**src/rtl/integral_frame_sched_pkg.sv**
```systemverilog
// integral_frame_sched_pkg: shared state encoding, default geometry and counter-width helper
package integral_frame_sched_pkg;
  typedef enum logic [2:0] {IDLE, LOAD, KICK, COMPUTE, READOUT} state_t;
  localparam int IMG_W_DEF   = 4;
  localparam int IMG_H_DEF   = 4;
  localparam int ADDR_W_DEF  = 8;
  localparam int DATA_W_DEF  = 8;
  localparam int TIMEOUT_DEF = 1024;
  function automatic int cnt_w(input int n);
    return n > 1 ? $clog2(n) : 1;
  endfunction
  localparam int PIX_CNT_W = cnt_w(IMG_W_DEF * IMG_H_DEF);
endpackage

```
**src/rtl/integral_frame_sched_m10k_port_mux.sv**
```systemverilog
// m10k_port_mux: selects the controller's registered port or the engine's port with zero added latency
module m10k_port_mux #(
  parameter int ADDR_W = 8,
  parameter int DATA_W = 8
) (
  input  logic              bypass,
  input  logic              r_we,
  input  logic [ADDR_W-1:0] r_waddr,
  input  logic [DATA_W-1:0] r_wdata,
  input  logic [ADDR_W-1:0] r_raddr,
  input  logic              e_we,
  input  logic [ADDR_W-1:0] e_waddr,
  input  logic [DATA_W-1:0] e_wdata,
  input  logic [ADDR_W-1:0] e_raddr,
  output logic              we,
  output logic [ADDR_W-1:0] waddr,
  output logic [DATA_W-1:0] wdata,
  output logic [ADDR_W-1:0] raddr
);
  always_comb begin
    we    = bypass ? e_we    : r_we;
    waddr = bypass ? e_waddr : r_waddr;
    wdata = bypass ? e_wdata : r_wdata;
    raddr = bypass ? e_raddr : r_raddr;
  end
endmodule

```
**src/rtl/integral_frame_sched.sv**
```systemverilog
// integral_frame_sched: frame controller that loads a raster frame, runs the integral engine,
// and serves host read-back of the integral M10K
module integral_frame_sched
  import integral_frame_sched_pkg::*;
#(
  parameter int IMG_W   = IMG_W_DEF,
  parameter int IMG_H   = IMG_H_DEF,
  parameter int ADDR_W  = ADDR_W_DEF,
  parameter int DATA_W  = DATA_W_DEF,
  parameter int TIMEOUT = TIMEOUT_DEF
) (
  input  logic              clk,
  input  logic              reset,
  input  logic              enable,
  input  logic              pix_valid,
  input  logic [DATA_W-1:0] pix_data,
  output logic              pix_ready,
  output logic              eng_reset,
  output logic              eng_start,
  input  logic              eng_done,
  input  logic              eng_src_we,
  input  logic [ADDR_W-1:0] eng_src_waddr,
  input  logic [DATA_W-1:0] eng_src_wdata,
  input  logic [ADDR_W-1:0] eng_src_raddr,
  input  logic              eng_int_we,
  input  logic [ADDR_W-1:0] eng_int_waddr,
  input  logic [DATA_W-1:0] eng_int_wdata,
  input  logic [ADDR_W-1:0] eng_int_raddr,
  output logic              src_we,
  output logic [ADDR_W-1:0] src_waddr,
  output logic [DATA_W-1:0] src_wdata,
  output logic [ADDR_W-1:0] src_raddr,
  output logic              int_we,
  output logic [ADDR_W-1:0] int_waddr,
  output logic [DATA_W-1:0] int_wdata,
  output logic [ADDR_W-1:0] int_raddr,
  input  logic [DATA_W-1:0] int_q,
  input  logic              rd_req,
  input  logic [ADDR_W-1:0] rd_addr,
  output logic              rd_valid,
  output logic [DATA_W-1:0] rd_data,
  input  logic              frame_ack,
  output logic              busy,
  output logic [15:0]       frame_cnt,
  output logic              err_timeout
);
  localparam int NPIX = IMG_W * IMG_H;
  localparam int PW   = cnt_w(NPIX);
  localparam int WW   = cnt_w(TIMEOUT);
  state_t            state;
  logic [PW-1:0]     pix_cnt;
  logic [WW-1:0]     wd;
  logic              s_we;
  logic [ADDR_W-1:0] s_waddr;
  logic [DATA_W-1:0] s_wdata;
  logic [ADDR_W-1:0] i_raddr;
  logic              p1, p2, ack_pend, ack_en;
  logic              req, go, next_en;
  // a frame_ack is held pending until every accepted read has returned
  always_comb begin
    req     = state == READOUT && rd_req && !ack_pend;
    go      = state == READOUT && (frame_ack || ack_pend) && !req && !p1 && !p2;
    next_en = ack_pend ? ack_en : enable;
  end
  always_ff @(posedge clk) begin
    if (!reset) begin
      state       <= IDLE;
      pix_ready   <= 1'b0;
      eng_reset   <= 1'b1;
      eng_start   <= 1'b0;
      s_we        <= 1'b0;
      s_waddr     <= '0;
      s_wdata     <= '0;
      i_raddr     <= '0;
      rd_valid    <= 1'b0;
      rd_data     <= '0;
      busy        <= 1'b0;
      frame_cnt   <= '0;
      err_timeout <= 1'b0;
      pix_cnt     <= '0;
      wd          <= '0;
      p1          <= 1'b0;
      p2          <= 1'b0;
      ack_pend    <= 1'b0;
      ack_en      <= 1'b0;
    end else begin
      s_we     <= 1'b0;
      p1       <= req;
      p2       <= p1;
      rd_valid <= p2;
      if (p2) rd_data <= int_q;
      case (state)
        IDLE: if (enable) begin
          state       <= LOAD;
          pix_ready   <= 1'b1;
          pix_cnt     <= '0;
          err_timeout <= 1'b0;
          busy        <= 1'b1;
        end
        LOAD: if (pix_valid && pix_ready) begin
          s_we    <= 1'b1;
          s_waddr <= ADDR_W'(pix_cnt);
          s_wdata <= pix_data;
          pix_cnt <= pix_cnt + 1'b1;
          if (pix_cnt == PW'(NPIX - 1)) begin
            pix_ready <= 1'b0;
            eng_reset <= 1'b0;
            state     <= KICK;
          end
        end
        KICK: begin
          eng_start <= 1'b1;
          wd        <= '0;
          state     <= COMPUTE;
        end
        COMPUTE: if (eng_done) begin
          eng_reset <= 1'b1;
          eng_start <= 1'b0;
          ack_pend  <= 1'b0;
          state     <= READOUT;
        end else if (wd == WW'(TIMEOUT - 1)) begin
          err_timeout <= 1'b1;
          eng_reset   <= 1'b1;
          eng_start   <= 1'b0;
          busy        <= 1'b0;
          state       <= IDLE;
        end else wd <= wd + 1'b1;
        READOUT: begin
          if (req) i_raddr <= rd_addr;
          if (go) begin
            frame_cnt <= frame_cnt + 1'b1;
            ack_pend  <= 1'b0;
            state     <= next_en ? LOAD : IDLE;
            pix_ready <= next_en;
            busy      <= next_en;
            pix_cnt   <= '0;
          end else if (frame_ack && !ack_pend) begin
            ack_pend <= 1'b1;
            ack_en   <= enable;
          end
        end
        default: state <= IDLE;
      endcase
    end
  end
  m10k_port_mux #(.ADDR_W(ADDR_W), .DATA_W(DATA_W)) u_src_mux (
    .bypass(state == COMPUTE),
    .r_we(s_we), .r_waddr(s_waddr), .r_wdata(s_wdata), .r_raddr('0),
    .e_we(eng_src_we), .e_waddr(eng_src_waddr), .e_wdata(eng_src_wdata), .e_raddr(eng_src_raddr),
    .we(src_we), .waddr(src_waddr), .wdata(src_wdata), .raddr(src_raddr)
  );
  m10k_port_mux #(.ADDR_W(ADDR_W), .DATA_W(DATA_W)) u_int_mux (
    .bypass(state == COMPUTE),
    .r_we(1'b0), .r_waddr('0), .r_wdata('0), .r_raddr(i_raddr),
    .e_we(eng_int_we), .e_waddr(eng_int_waddr), .e_wdata(eng_int_wdata), .e_raddr(eng_int_raddr),
    .we(int_we), .waddr(int_waddr), .wdata(int_wdata), .raddr(int_raddr)
  );
endmodule

```
**config.mk**
```make
export PLATFORM = sky130hd
export DESIGN_NAME = integral_frame_sched
export DESIGN_NICKNAME = d
export VERILOG_FILES = /design/src/rtl/integral_frame_sched_pkg.sv /design/src/rtl/integral_frame_sched_m10k_port_mux.sv /design/src/rtl/integral_frame_sched.sv
export SDC_FILE = /design/constraint.sdc
export NUM_CORES = 1
export LEC_CHECK = 0
export BUFFER_PORTS_ARGS = -buffer_cell sky130_fd_sc_hd__buf_2
export CORE_ASPECT_RATIO = 1.2
export CORE_MARGIN = 2
export CORE_UTILIZATION = 47
export CTS_BUF_LIST = sky130_fd_sc_hd__clkbuf_8 sky130_fd_sc_hd__clkbuf_16
export CTS_CLUSTER_SIZE = 25
export DETAILED_ROUTE_END_ITERATION = 6
export HOLD_SLACK_MARGIN = 0.06
export PLACE_DENSITY = 0.8
export SLEW_MARGIN = 20
export SYNTH_ARGS = -nofsm -noshare
export SYNTH_HDL_FRONTEND = slang
export SYNTH_SLANG_ARGS = --single-unit
```
**constraint.sdc**
```tcl
create_clock -name clk -period 2.7 [get_ports clk]
set_clock_uncertainty 0.15 [all_clocks]
set_input_delay 0 -clock clk [delete_from_list [all_inputs] [get_ports clk]]
set_output_delay 0 -clock clk [all_outputs]
set_load 0.02 [all_outputs]
```
======== Word-level counts from Yosys, hierarchy flattened ========
Cells that the tools add are included.
operators by class
  $add $sub $neg .......................... 3
  equal/unequal tests ..................... 16
  mux-type cells .......................... 45
  bitwise gates (word level) .............. 1
  reductions and logical operators ........ 34
operator list
  operator                                                         count
  8-bit 2-to-1 mux                                                 6
  10-bit 2-to-1 mux                                                2
  10-bit case mux with 2 select lines                              1
  1-bit 2-to-1 mux                                                 19
  3-bit 2-to-1 mux                                                 6
  16-bit by 1-bit adder with 16-bit output, second input constant  1
  2-bit inequality test, second input constant                     8
  3-bit case mux with 5 select lines                               1
  5-bit AND reduction                                              3
  4-bit 2-to-1 mux                                                 3
  4-bit case mux with 3 select lines                               1
  4-bit AND reduction                                              3
  10-bit by 1-bit adder with 10-bit output, second input constant  1
  10-bit == test, second input constant                            1
  2-bit AND reduction                                              5
  3-bit AND reduction                                              3
  1-bit logical AND                                                8
  1-bit case mux with 2 select lines                               4
  2-bit nonzero test                                               4
  3-bit by 2-bit == test with 1-bit output, second input constant  2
  1-bit case mux with 3 select lines                               2
  3-bit nonzero test                                               2
  4-bit by 1-bit adder with 4-bit output, second input constant    1
  4-bit == test, second input constant                             1
  8 further kinds                                                  11
storage, ports and cells
  bits in registers ....................... 72
  bits of input ports ..................... 81
  output and inout port bits .............. 80
  logic and storage cells ................. 118

======== Depth between registers and ports, before layout ========
Gate-level depths: netlist (run 1).
  depth in word-level cells ............... 9
  depth in mapped cells ................... 7
  gate-level depth less buffers ........... 6

======== By module ========
From an unflattened synthesis (run 1), not the netlist that was laid out.
unflattened totals
  cell total of the unflattened synthesis .. 411
  area total of the unflattened synthesis .. 3920.0 um^2
by module, submodules not included
  module                instances  cells each  area an instance (um^2)  sequential area each (um^2)
  integral_frame_sched  1          355         3104.2                   1441.4
  m10k_port_mux         2          28          407.9                    0.0

======== Worst setup path after synthesis (run 1) ========
Ideal clock, no wire load.
  path kind ............................... register -> register
  from .................................... reg wd[0]
  to ...................................... reg wd[7]
  setup time .............................. 70 ps
  arrival ................................. 1843 ps
  data required time ...................... 2480 ps
  path slack .............................. 637 ps
  cell stages (with the launch flop) ...... 7
  buffers on the path ..................... 0
  period minus slack after synthesis ...... 2063 ps
  path through ............................ dfxtp_1 > ha_1 > and3_4 > a41o_1 > a21o_4 > or4_1 > a21oi_1
on the way
  longest elaborated chain between the ends .. 4
  elaborated cells between the ends (all ways) .. 7
  those cells by class .................... add/sub (1); eq/ne (2); mux (3); reduce/logical (1)
RTL lines
  element                                   line                         source
  start, declared                           integral_frame_sched.sv:52   logic [WW-1:0] wd;
  start signal, assigned                    integral_frame_sched.sv:127  end else wd <= wd + 1'b1;
  10-bit by 1-bit adder with 10-bit output  integral_frame_sched.sv:127
  10-bit 2-to-1 mux                         integral_frame_sched.sv:121  end else if (wd == WW'(TIMEOUT - 1)) begin
  10-bit 2-to-1 mux                         integral_frame_sched.sv:116  COMPUTE: if (eng_done) begin
  10-bit case mux with 2 select lines       integral_frame_sched.sv:92   case (state)
Several ways; a longest one is shown, not always the timed one. The select of a mux whose other input is x is not followed.
A chain may end at the register's enable or synchronous reset.

======== Worst setup path after layout (run 1) ========
  from .................................... reg state[0]
  to ...................................... reg i_raddr[6]
on the way
  longest elaborated chain between the ends .. 4
RTL lines
  element                            line                                                    source
  start, declared                    integral_frame_sched.sv:50                              state_t state;
  start signal, assigned             integral_frame_sched.sv:133                             state <= next_en ? LOAD : IDLE;
  3-bit == test (*)                  integral_frame_sched.sv:61, integral_frame_sched.sv:92
  1-bit logical AND (2 in series)    integral_frame_sched.sv:61                              req = state == READOUT && rd_req && !ack_pend;
  2-bit AND reduction (no line) (*)  -
  end signal, assigned               integral_frame_sched.sv:129                             if (req) i_raddr <= rd_addr;
  end, declared                      integral_frame_sched.sv:56                              logic [ADDR_W-1:0] i_raddr;
Mark *: on every way between the ends. The rest lies on a longest branch, timed or not.

==> impl_results.html, run 1 <==
<table>
<tr><th>Metric</th><th>Value</th></tr>
<tr><th colspan="2">Placement</th></tr>
<tr><td>Placed cell count</td><td>689</td></tr>
<tr><td>Estimated wirelength of the detail-placed design</td><td>6650 um</td></tr>
<tr><td>Gp weighted congestion</td><td>0.915</td></tr>
<tr><td>Worst Setup Slack post-DPL</td><td>444 ps</td></tr>
<tr><td>IO buf count</td><td>160</td></tr>
<tr><td>Dpl cell area</td><td>0.00435 mm2</td></tr>
<tr><th colspan="2">Timing</th></tr>
<tr><td>Sum Neg Setup Slack</td><td>0 ps</td></tr>
<tr><td>Tmin final</td><td>2470 ps</td></tr>
<tr><td>Slew @ Worst Pin</td><td>956 ps</td></tr>
<tr><td>RSZ-0062 raised after global routing</td><td>false</td></tr>
<tr><td>Tcrit/Tclk final</td><td>0.917</td></tr>
<tr><td>Highest achievable clock rate</td><td>404 MHz</td></tr>
<tr><td>Max-slew violation count</td><td>0</td></tr>
<tr><td>Count of final hold-check violations</td><td>0</td></tr>
<tr><td>Final setup viols</td><td>0</td></tr>
<tr><td>Relative slew slack</td><td>0.362</td></tr>
<tr><td>Hold WS</td><td>151 ps</td></tr>
<tr><td>Smallest setup slack after layout</td><td>225 ps</td></tr>
<tr><th colspan="2">Clock network</th></tr>
<tr><td>Clock latency of the later-clocked register in the worst-skew pair</td><td>360 ps</td></tr>
<tr><td>Clock buffer count from CTS</td><td>9</td></tr>
<tr><td>TritonCTS clock tree</td><td>done</td></tr>
<tr><td>CTS Buffer Depth</td><td>2</td></tr>
<tr><td>Clk pin slew, worst setup/hold paths</td><td>70 ps</td></tr>
<tr><td>Total clock sinks</td><td>72</td></tr>
<tr><td>CTS H-tree lvls</td><td>3</td></tr>
<tr><td>Clock root cell</td><td>clkbuf_8</td></tr>
<tr><td>Post-CTS resize count</td><td>0</td></tr>
<tr><th colspan="2">Layout</th></tr>
<tr><td>Post-route design area</td><td>0.00500 mm2</td></tr>
<tr><td>Commonest cells after routing, fill and taps aside</td><td>buf_2, nand2_1, dfxtp_1</td></tr>
<tr><td>Util after Layout</td><td>0.692</td></tr>
<tr><td>Diodes inserted</td><td>0</td></tr>
<tr><td>Final nets</td><td>734</td></tr>
<tr><td>Layout Area Growth over Synthesis</td><td>43.3%</td></tr>
<tr><td>Count of non-filler cells in the finished layout</td><td>745</td></tr>
<tr><td>Most common cell after layout, fill and taps aside</td><td>buf_2</td></tr>
<tr><td>Share of final-layout standard cells stronger than drive strength 1</td><td>0.295</td></tr>
<tr><th colspan="2">Hold path</th></tr>
<tr><td>Worst min-delay path class</td><td>in2out</td></tr>
<tr><th colspan="2">Synth</th></tr>
<tr><td>Post-synth EDFFs</td><td>0</td></tr>
<tr><td>Number of distinct library cell variants in the gate-level netlist after synthesis</td><td>50</td></tr>
<tr><td>Number of instances in the synthesized netlist</td><td>458</td></tr>
<tr><td>Post-synth top flop</td><td>dfxtp_1</td></tr>
<tr><td>Count of yosys warnings during synthesis</td><td>0</td></tr>
<tr><td>Post-synthesis async set-or-reset flop share</td><td>0</td></tr>
<tr><td>Syn_area_per_cell</td><td>7.62 um2</td></tr>
<tr><td>Register area share after synthesis</td><td>0.413</td></tr>
<tr><td>Post-synthesis instance area</td><td>0.00349 mm2</td></tr>
<tr><td>FF+latch count, synth</td><td>72</td></tr>
<tr><td>Synthesized netlist net count</td><td>542</td></tr>
<tr><th colspan="2">Global route</th></tr>
<tr><td>First-pass GRT wire length</td><td>15500 um</td></tr>
<tr><td>Largest net degree at the start of global routing</td><td>60</td></tr>
<tr><td>Total GRT Usage</td><td>0.241</td></tr>
<tr><td>Antenna violations before repair</td><td>0</td></tr>
<tr><td>Global-route congestion overflow total</td><td>0</td></tr>
<tr><td>Number of global-route vias before repair</td><td>3577</td></tr>
<tr><th colspan="2">Route</th></tr>
<tr><td>Via Count</td><td>3785</td></tr>
<tr><td>Aggregate routed wire length</td><td>9930 um</td></tr>
<tr><td>Count of antenna-violating nets left after detailed routing</td><td>0</td></tr>
<tr><td>DR pass1 iterations</td><td>4</td></tr>
<tr><td>Number of DRC violations after detailed-routing iteration 0</td><td>168</td></tr>
<tr><td>DRC violation count after routing</td><td>0</td></tr>
<tr><td>Vias/cell</td><td>5.08</td></tr>
<tr><td>Post-DR wirelength/cell</td><td>13.3 um</td></tr>
<tr><th colspan="2">Floorplan</th></tr>
<tr><td>Rows</td><td>34</td></tr>
<tr><td>Chip height</td><td>98.4 um</td></tr>
<tr><td>Core footprint</td><td>0.00723 mm2</td></tr>
<tr><td>Overall die area</td><td>0.00813 mm2</td></tr>
<tr><td>Initial Utilization</td><td>0.483</td></tr>
<tr><td>Total I/O pin count</td><td>161</td></tr>
<tr><td>Die span in x</td><td>82.7 um</td></tr>
<tr><th colspan="2">Critical path</th></tr>
<tr><td>Slowest stage cell on the critical path</td><td>dlygate4sd3_1</td></tr>
<tr><td>Type of element capturing the critical path</td><td>flip-flop</td></tr>
<tr><td>Critical path startpoint category</td><td>flip-flop</td></tr>
<tr><td>Delay of the slowest cell on the worst path</td><td>580 ps</td></tr>
<tr><td>Required time of the critical path</td><td>2830 ps</td></tr>
<tr><td>Worst Path Class, Setup</td><td>reg2reg</td></tr>
<tr><td>Worst-path maximum fanout</td><td>18</td></tr>
<tr><td>Critical path arrival</td><td>2610 ps</td></tr>
<tr><td>Crit path cell chain</td><td>or3b_2 &gt; nor2_2 &gt; nand3_1 &gt; dlygate4sd3_1 &gt; a21oi_1</td></tr>
<tr><th colspan="2">Pwr</th></tr>
<tr><td>Total power per unit cell area</td><td>459 mW/mm2</td></tr>
<tr><td>Tot Pwr</td><td>2.30 mW</td></tr>
<tr><td>Leakage power</td><td>2.31 nW</td></tr>
<tr><td>Maximum ir drop on the vdd rail</td><td>398 uV</td></tr>
<tr><th colspan="2">Status</th></tr>
<tr><td>Run status</td><td>complete, no violations</td></tr>
<tr><th colspan="2">Job</th></tr>
<tr><td>Max Cap Viol</td><td>0</td></tr>
</table>
per-layer routing:
layer  vias to the layer above  routed length, um  GRT usage
li1                       1932                  -          -
met3                        13                627     0.0518
met4                         0                127     0.0908
met2                       120               5110      0.431
met1                      1720               4060      0.274
met5                         -                  0          0
cells by family (layout without fill, tap and decap cells):
family,after synthesis,count (layout),share of synthesized area
xor gates and xnor gates,15,15,0.0376
buffers and inverters,34,231,0.0387
AOI/OAI and AO/OA,67,67,0.122
and+or+nand+nor,253,253,0.337
muxes,14,14,0.0402
DFF,72,72,0.413
adders and majority gates,3,3,0.0108
path summary, 6_finish.rpt:
path / start / endpoint / slack [ps] / depth (start not counted)
max: state[0] / i_raddr[6] / 230 / 5
min: eng_src_wdata[3] / src_wdata[3] / 150 / 4
max reg2reg: state[0] / i_raddr[6] / 230 / 5
min reg2reg: i_raddr[6] / i_raddr[6] / 300 / 2
critical path: cells and delay by family (launching register included):
| kind | cells | cell delay, ps |
|---|---|---|
| flip-flops | 1 | 470 |
| buffers and inverters | 1 | 580 |
| AND/OR/NAND/NOR | 3 | 1080 |
| AO/OA/AOI/OAI | 1 | 110 |
state kept, by name, summed over array words and instances (netlist names), 3 cells and up:
name,count
wd,10
state,3
pix_cnt,4
i_raddr,8
s_waddr,4
s_wdata,8
rd_data,8
frame_cnt,16
report_power, final:
group	switching, mW	internal (mW)	leakage (nW)
Sequential	0.00844	1.07	0.581
Combinational	0.0731	0.0868	1.60
Clock	0.399	0.662	0.126
layout make-up:
| cell class | instances | area (um2) |
|---|---|---|
| inverters | 9 | 33.8 |
| fillers | 583 | 2230 |
| flip-flops and latches | 72 | 1440 |
| clock buffers | 11 | 151 |
| repair buffers | 206 | 1250 |
| well taps | 90 | 113 |
| clock inverters | 5 | 103 |
| multi-input cells | 352 | 1910 |
synthesized netlist by cell type, types with 5 or more instances:
master    instances  area share
dfxtp_1          72        0.41
a21oi_1          34       0.049
nor3_1           11       0.016
and2_1           32       0.057
nand3_1          19       0.027
buf_2             6      0.0086
xnor2_1          14       0.035
nand4_1           5      0.0090
clkbuf_1         19       0.020
o21ai_0           8       0.011
mux2i_1          14       0.040
nand2_1         117        0.13
inv_1             8      0.0086
nor4_1            5      0.0090
nor2_1           40       0.043
timing repair:
action	CTS	global route
buffers inserted	0	0
endpoints found under the hold margin	49	0
hold buffers	40	0
Note: power is estimated with default switching activity, not from simulation.
==> inputs of run 2 (changes only) <==
--- a/config.mk
+++ b/config.mk
@@ -7,14 +7,14 @@
 export LEC_CHECK = 0
 export BUFFER_PORTS_ARGS = -buffer_cell sky130_fd_sc_hd__buf_2
 export CORE_ASPECT_RATIO = 1.2
-export CORE_MARGIN = 2
-export CORE_UTILIZATION = 47
+export CORE_UTILIZATION = 49
 export CTS_BUF_LIST = sky130_fd_sc_hd__clkbuf_8 sky130_fd_sc_hd__clkbuf_16
 export CTS_CLUSTER_SIZE = 25
 export DETAILED_ROUTE_END_ITERATION = 6
 export HOLD_SLACK_MARGIN = 0.06
-export PLACE_DENSITY = 0.8
+export PLACE_DENSITY = 0.81
 export SLEW_MARGIN = 20
 export SYNTH_ARGS = -nofsm -noshare
 export SYNTH_HDL_FRONTEND = slang
+export SYNTH_HIERARCHICAL = 1
 export SYNTH_SLANG_ARGS = --single-unit
==> impl_results.html, run 2 <==
<table>
<tr><th>Metric</th><th>Value</th></tr>
<tr><th colspan="2">Status</th></tr>
<tr><td>Run status</td><td>complete, no violations</td></tr>
<tr><th colspan="2">Critical path</th></tr>
<tr><td>Family with the most delay on the worst path</td><td>flip-flops</td></tr>
<tr><td>Delay of the slowest cell on the worst path</td><td>600 ps</td></tr>
<tr><td>Critical Path Stages</td><td>6</td></tr>
<tr><td>Worst-path maximum fanout</td><td>40</td></tr>
<tr><td>R2r worst-path depth</td><td>6</td></tr>
<tr><td>Type of element capturing the critical path</td><td>output port</td></tr>
<tr><td>Worst Path Class, Setup</td><td>reg2out</td></tr>
<tr><td>CP Buf/Inv Count</td><td>3</td></tr>
<tr><td>Slowest stage cell on the critical path</td><td>dfxtp_1</td></tr>
<tr><td>Critical path arrival</td><td>2300 ps</td></tr>
<tr><td>Required time of the critical path</td><td>2550 ps</td></tr>
<tr><td>Critical path startpoint category</td><td>flip-flop</td></tr>
<tr><td>Crit path cell chain</td><td>nor2b_1 &gt; and2_2 &gt; buf_12 &gt; buf_4 &gt; mux2_4 &gt; buf_2</td></tr>
<tr><th colspan="2">Global route</th></tr>
<tr><td>First-pass GRT wire length</td><td>15900 um</td></tr>
<tr><td>Total GRT Usage</td><td>0.233</td></tr>
<tr><td>Largest net degree at the start of global routing</td><td>41</td></tr>
<tr><td>Number of global-route vias before repair</td><td>3529</td></tr>
<tr><td>Antenna violations before repair</td><td>0</td></tr>
<tr><td>Global-route congestion overflow total</td><td>0</td></tr>
<tr><th colspan="2">Synth</th></tr>
<tr><td>Post-synth top flop</td><td>dfxtp_1</td></tr>
<tr><td>Post-synthesis instance area</td><td>0.00392 mm2</td></tr>
<tr><td>FF+latch count, synth</td><td>72</td></tr>
<tr><td>Library cell with the largest summed area after synthesis</td><td>dfxtp_1</td></tr>
<tr><td>Syn_area_per_cell</td><td>9.54 um2</td></tr>
<tr><td>Post-synth EDFFs</td><td>0</td></tr>
<tr><td>Most area-consuming cells after synthesis</td><td>dfxtp_1, mux2_4, nor2_1, mux2i_1, nand2_1</td></tr>
<tr><td>Register area share after synthesis</td><td>0.368</td></tr>
<tr><td>Area share of the largest cell type after synthesis</td><td>0.368</td></tr>
<tr><td>Number of instances in the synthesized netlist</td><td>411</td></tr>
<tr><td>Most common cell in the netlist</td><td>dfxtp_1</td></tr>
<tr><td>Count of yosys warnings during synthesis</td><td>6</td></tr>
<tr><td>Number of distinct library cell variants in the gate-level netlist after synthesis</td><td>49</td></tr>
<tr><td>Post-synthesis async set-or-reset flop share</td><td>0</td></tr>
<tr><td>Post-synth top cells</td><td>dfxtp_1, nor2_1, nand2_1</td></tr>
<tr><th colspan="2">Route</th></tr>
<tr><td>Aggregate routed wire length</td><td>10100 um</td></tr>
<tr><td>DR pass1 iterations</td><td>4</td></tr>
<tr><td>Post-DR wirelength/cell</td><td>13.9 um</td></tr>
<tr><td>Number of DRC violations after detailed-routing iteration 0</td><td>120</td></tr>
<tr><td>DRC violation count after routing</td><td>0</td></tr>
<tr><td>Via Count</td><td>3721</td></tr>
<tr><td>Vias/cell</td><td>5.14</td></tr>
<tr><td>Count of antenna-violating nets left after detailed routing</td><td>0</td></tr>
<tr><th colspan="2">Pwr</th></tr>
<tr><td>Maximum ir drop on the vdd rail</td><td>423 uV</td></tr>
<tr><td>Total power per unit cell area</td><td>437 mW/mm2</td></tr>
<tr><td>Internal power of the cells</td><td>1.84 mW</td></tr>
<tr><td>Switching part of the total power</td><td>0.221</td></tr>
<tr><td>Leakage power</td><td>2.45 nW</td></tr>
<tr><td>Portion of total power attributed to the clock network</td><td>0.434</td></tr>
<tr><td>Sequential share of power</td><td>0.457</td></tr>
<tr><td>Combinational fraction of design power</td><td>0.109</td></tr>
<tr><td>Switching power</td><td>0.520 mW</td></tr>
<tr><th colspan="2">Layout</th></tr>
<tr><td>Register containing the most flip-flops in the final layout</td><td>frame_cnt</td></tr>
<tr><td>Diodes inserted</td><td>0</td></tr>
<tr><td>Number of flip-flops in the largest register</td><td>16</td></tr>
<tr><td>Commonest cells after routing, fill and taps aside</td><td>buf_2, dfxtp_1, nor2_1</td></tr>
<tr><td>Final nets</td><td>711</td></tr>
<tr><td>Layout Area Growth over Synthesis</td><td>37.5%</td></tr>
<tr><td>Util after Layout</td><td>0.699</td></tr>
<tr><td>Share of final-layout standard cells stronger than drive strength 1</td><td>0.392</td></tr>
<tr><td>Top flop regs</td><td>frame_cnt x16, wd x10</td></tr>
<tr><td>Post-route design area</td><td>0.00539 mm2</td></tr>
<tr><td>Most common cell after layout, fill and taps aside</td><td>buf_2</td></tr>
<tr><th colspan="2">Hold path</th></tr>
<tr><td>Worst min-delay path class</td><td>in2reg</td></tr>
<tr><td>Cells on Worst Hold Path</td><td>5</td></tr>
<tr><th colspan="2">Timing</th></tr>
<tr><td>Hold WS</td><td>152 ps</td></tr>
<tr><td>Slew @ Worst Pin</td><td>596 ps</td></tr>
<tr><td>Tcrit/Tclk final</td><td>0.907</td></tr>
<tr><td>Sum Neg Setup Slack</td><td>0 ps</td></tr>
<tr><td>RSZ-0062 raised after global routing</td><td>false</td></tr>
<tr><td>Highest achievable clock rate</td><td>408 MHz</td></tr>
<tr><td>Relative slew slack</td><td>0.602</td></tr>
<tr><td>Tmin final</td><td>2450 ps</td></tr>
<tr><td>Max-slew violation count</td><td>0</td></tr>
<tr><td>Final setup viols</td><td>0</td></tr>
<tr><td>Count of final hold-check violations</td><td>0</td></tr>
<tr><th colspan="2">Clock network</th></tr>
<tr><td>Total clock sinks</td><td>72</td></tr>
<tr><td>Setup bufs post-CTS</td><td>0</td></tr>
<tr><td>CTS Buffer Depth</td><td>2</td></tr>
<tr><td>CTS H-tree lvls</td><td>3</td></tr>
<tr><td>Clock buffer count from CTS</td><td>9</td></tr>
<tr><td>TritonCTS clock tree</td><td>done</td></tr>
<tr><td>Clk pin slew, worst setup/hold paths</td><td>70 ps</td></tr>
<tr><td>Clock latency of the later-clocked register in the worst-skew pair</td><td>340 ps</td></tr>
<tr><td>Clock root cell</td><td>clkbuf_8</td></tr>
<tr><th colspan="2">Placement</th></tr>
<tr><td>IO buf count</td><td>160</td></tr>
<tr><td>Estimated wirelength of the detail-placed design</td><td>7160 um</td></tr>
<tr><td>Gp weighted congestion</td><td>0.809</td></tr>
<tr><td>Dpl cell area</td><td>0.00484 mm2</td></tr>
<tr><th colspan="2">Floorplan</th></tr>
<tr><td>Die span in x</td><td>83.7 um</td></tr>
<tr><td>Total I/O pin count</td><td>161</td></tr>
<tr><td>Rows</td><td>35</td></tr>
<tr><td>Core footprint</td><td>0.00771 mm2</td></tr>
<tr><td>Initial Utilization</td><td>0.509</td></tr>
<tr><td>Overall die area</td><td>0.00836 mm2</td></tr>
<tr><td>Chip height</td><td>100 um</td></tr>
<tr><th colspan="2">Job</th></tr>
<tr><td>Max Cap Viol</td><td>0</td></tr>
</table>
-- run 2: cell count changes after synthesis, moves of 6 or more --
| cell | before | now |
|---|---|---|
| nand2_1 | 117 | 45 |
| mux2_4 | 0 | 40 |
| and2_1 | 32 | 5 |
| nor2_1 | 40 | 51 |
| mux2_2 | 0 | 10 |
| clkbuf_1 | 19 | 13 |
-- run 2: layout make-up --
type                    count  area, um2
repair buffers            199       1180
well taps                  92        115
clock inverters             6        108
fillers                   620       2320
clock buffers              10        138
inverters                   7       26.3
multi-input cells         338       2380
flip-flops and latches     72       1440
-- run 2: what timing repair did --
| action | 4_1_cts | 5_1_grt |
|---|---|---|
| gates resized for setup | 0 | 1 |
| hold buffers | 30 | 0 |
| setup endpoints to repair | 0 | 6 |
| endpoints found under the hold margin | 43 | 0 |
-- run 2: logic make-up (layout without fill, tap and decap cells) --
group,count (synthesis),in the layout,synth area share
AO/OA/AOI/OAI,64,64,0.101
XOR/XNOR,17,17,0.0380
adder cells (fa/ha/maj),3,3,0.00958
buffers and inverters,29,222,0.0523
flip-flops,72,72,0.368
multiplexers,69,69,0.230
other,1,29,0.000957
AND/OR/NAND/NOR,156,156,0.200
-- run 2: metal layers --
layer,wire length [um],global-route usage,vias to the layer above
li1,-,-,1850
met1,3890,0.252,1691
met2,5230,0.438,153
met3,566,0.0362,27
met4,360,0.117,0
met5,0,0,-
-- run 2: tightest hold or removal path, stage by stage --
cell and delay [ps]:
buf_2 90, nor2b_1 90, o21a_1 250, nand3_1 100, a21oi_1 60
-- run 2: final timing paths --
path                   to  slack [ps]  startpoint
max          int_wdata[1]         250    state[2]
min          frame_cnt[1]         150      rd_req
max reg2reg     eng_reset         280    state[1]
min reg2reg    s_wdata[3]         310  s_wdata[3]
-- run 2: power by group through the flow --
stage          sequential, mW  clock, mW  combinational, mW
5_1_grt                  1.08       1.10              0.276
6_report                 1.08       1.02              0.257
3_3_place_gp             1.10          0              0.216
4_1_cts                  1.08       1.05              0.254
3_5_place_dp             1.10          0              0.221
2_1_floorplan            1.10          0              0.122
-- run 2: per-stage QoR --
| stage | power (mW) | worst slack (ps) | std cells |
|---|---|---|---|
| 6_report | 2.36 | 252 | 724 |
| 5_1_grt | 2.45 | 87.4 | 724 |
| 4_1_cts | 2.38 | 136 | 724 |
| 3_5_place_dp | 1.32 | 515 | 678 |
| 3_3_place_gp | 1.32 | 576 | 678 |
| 2_1_floorplan | 1.22 | 825 | 439 |
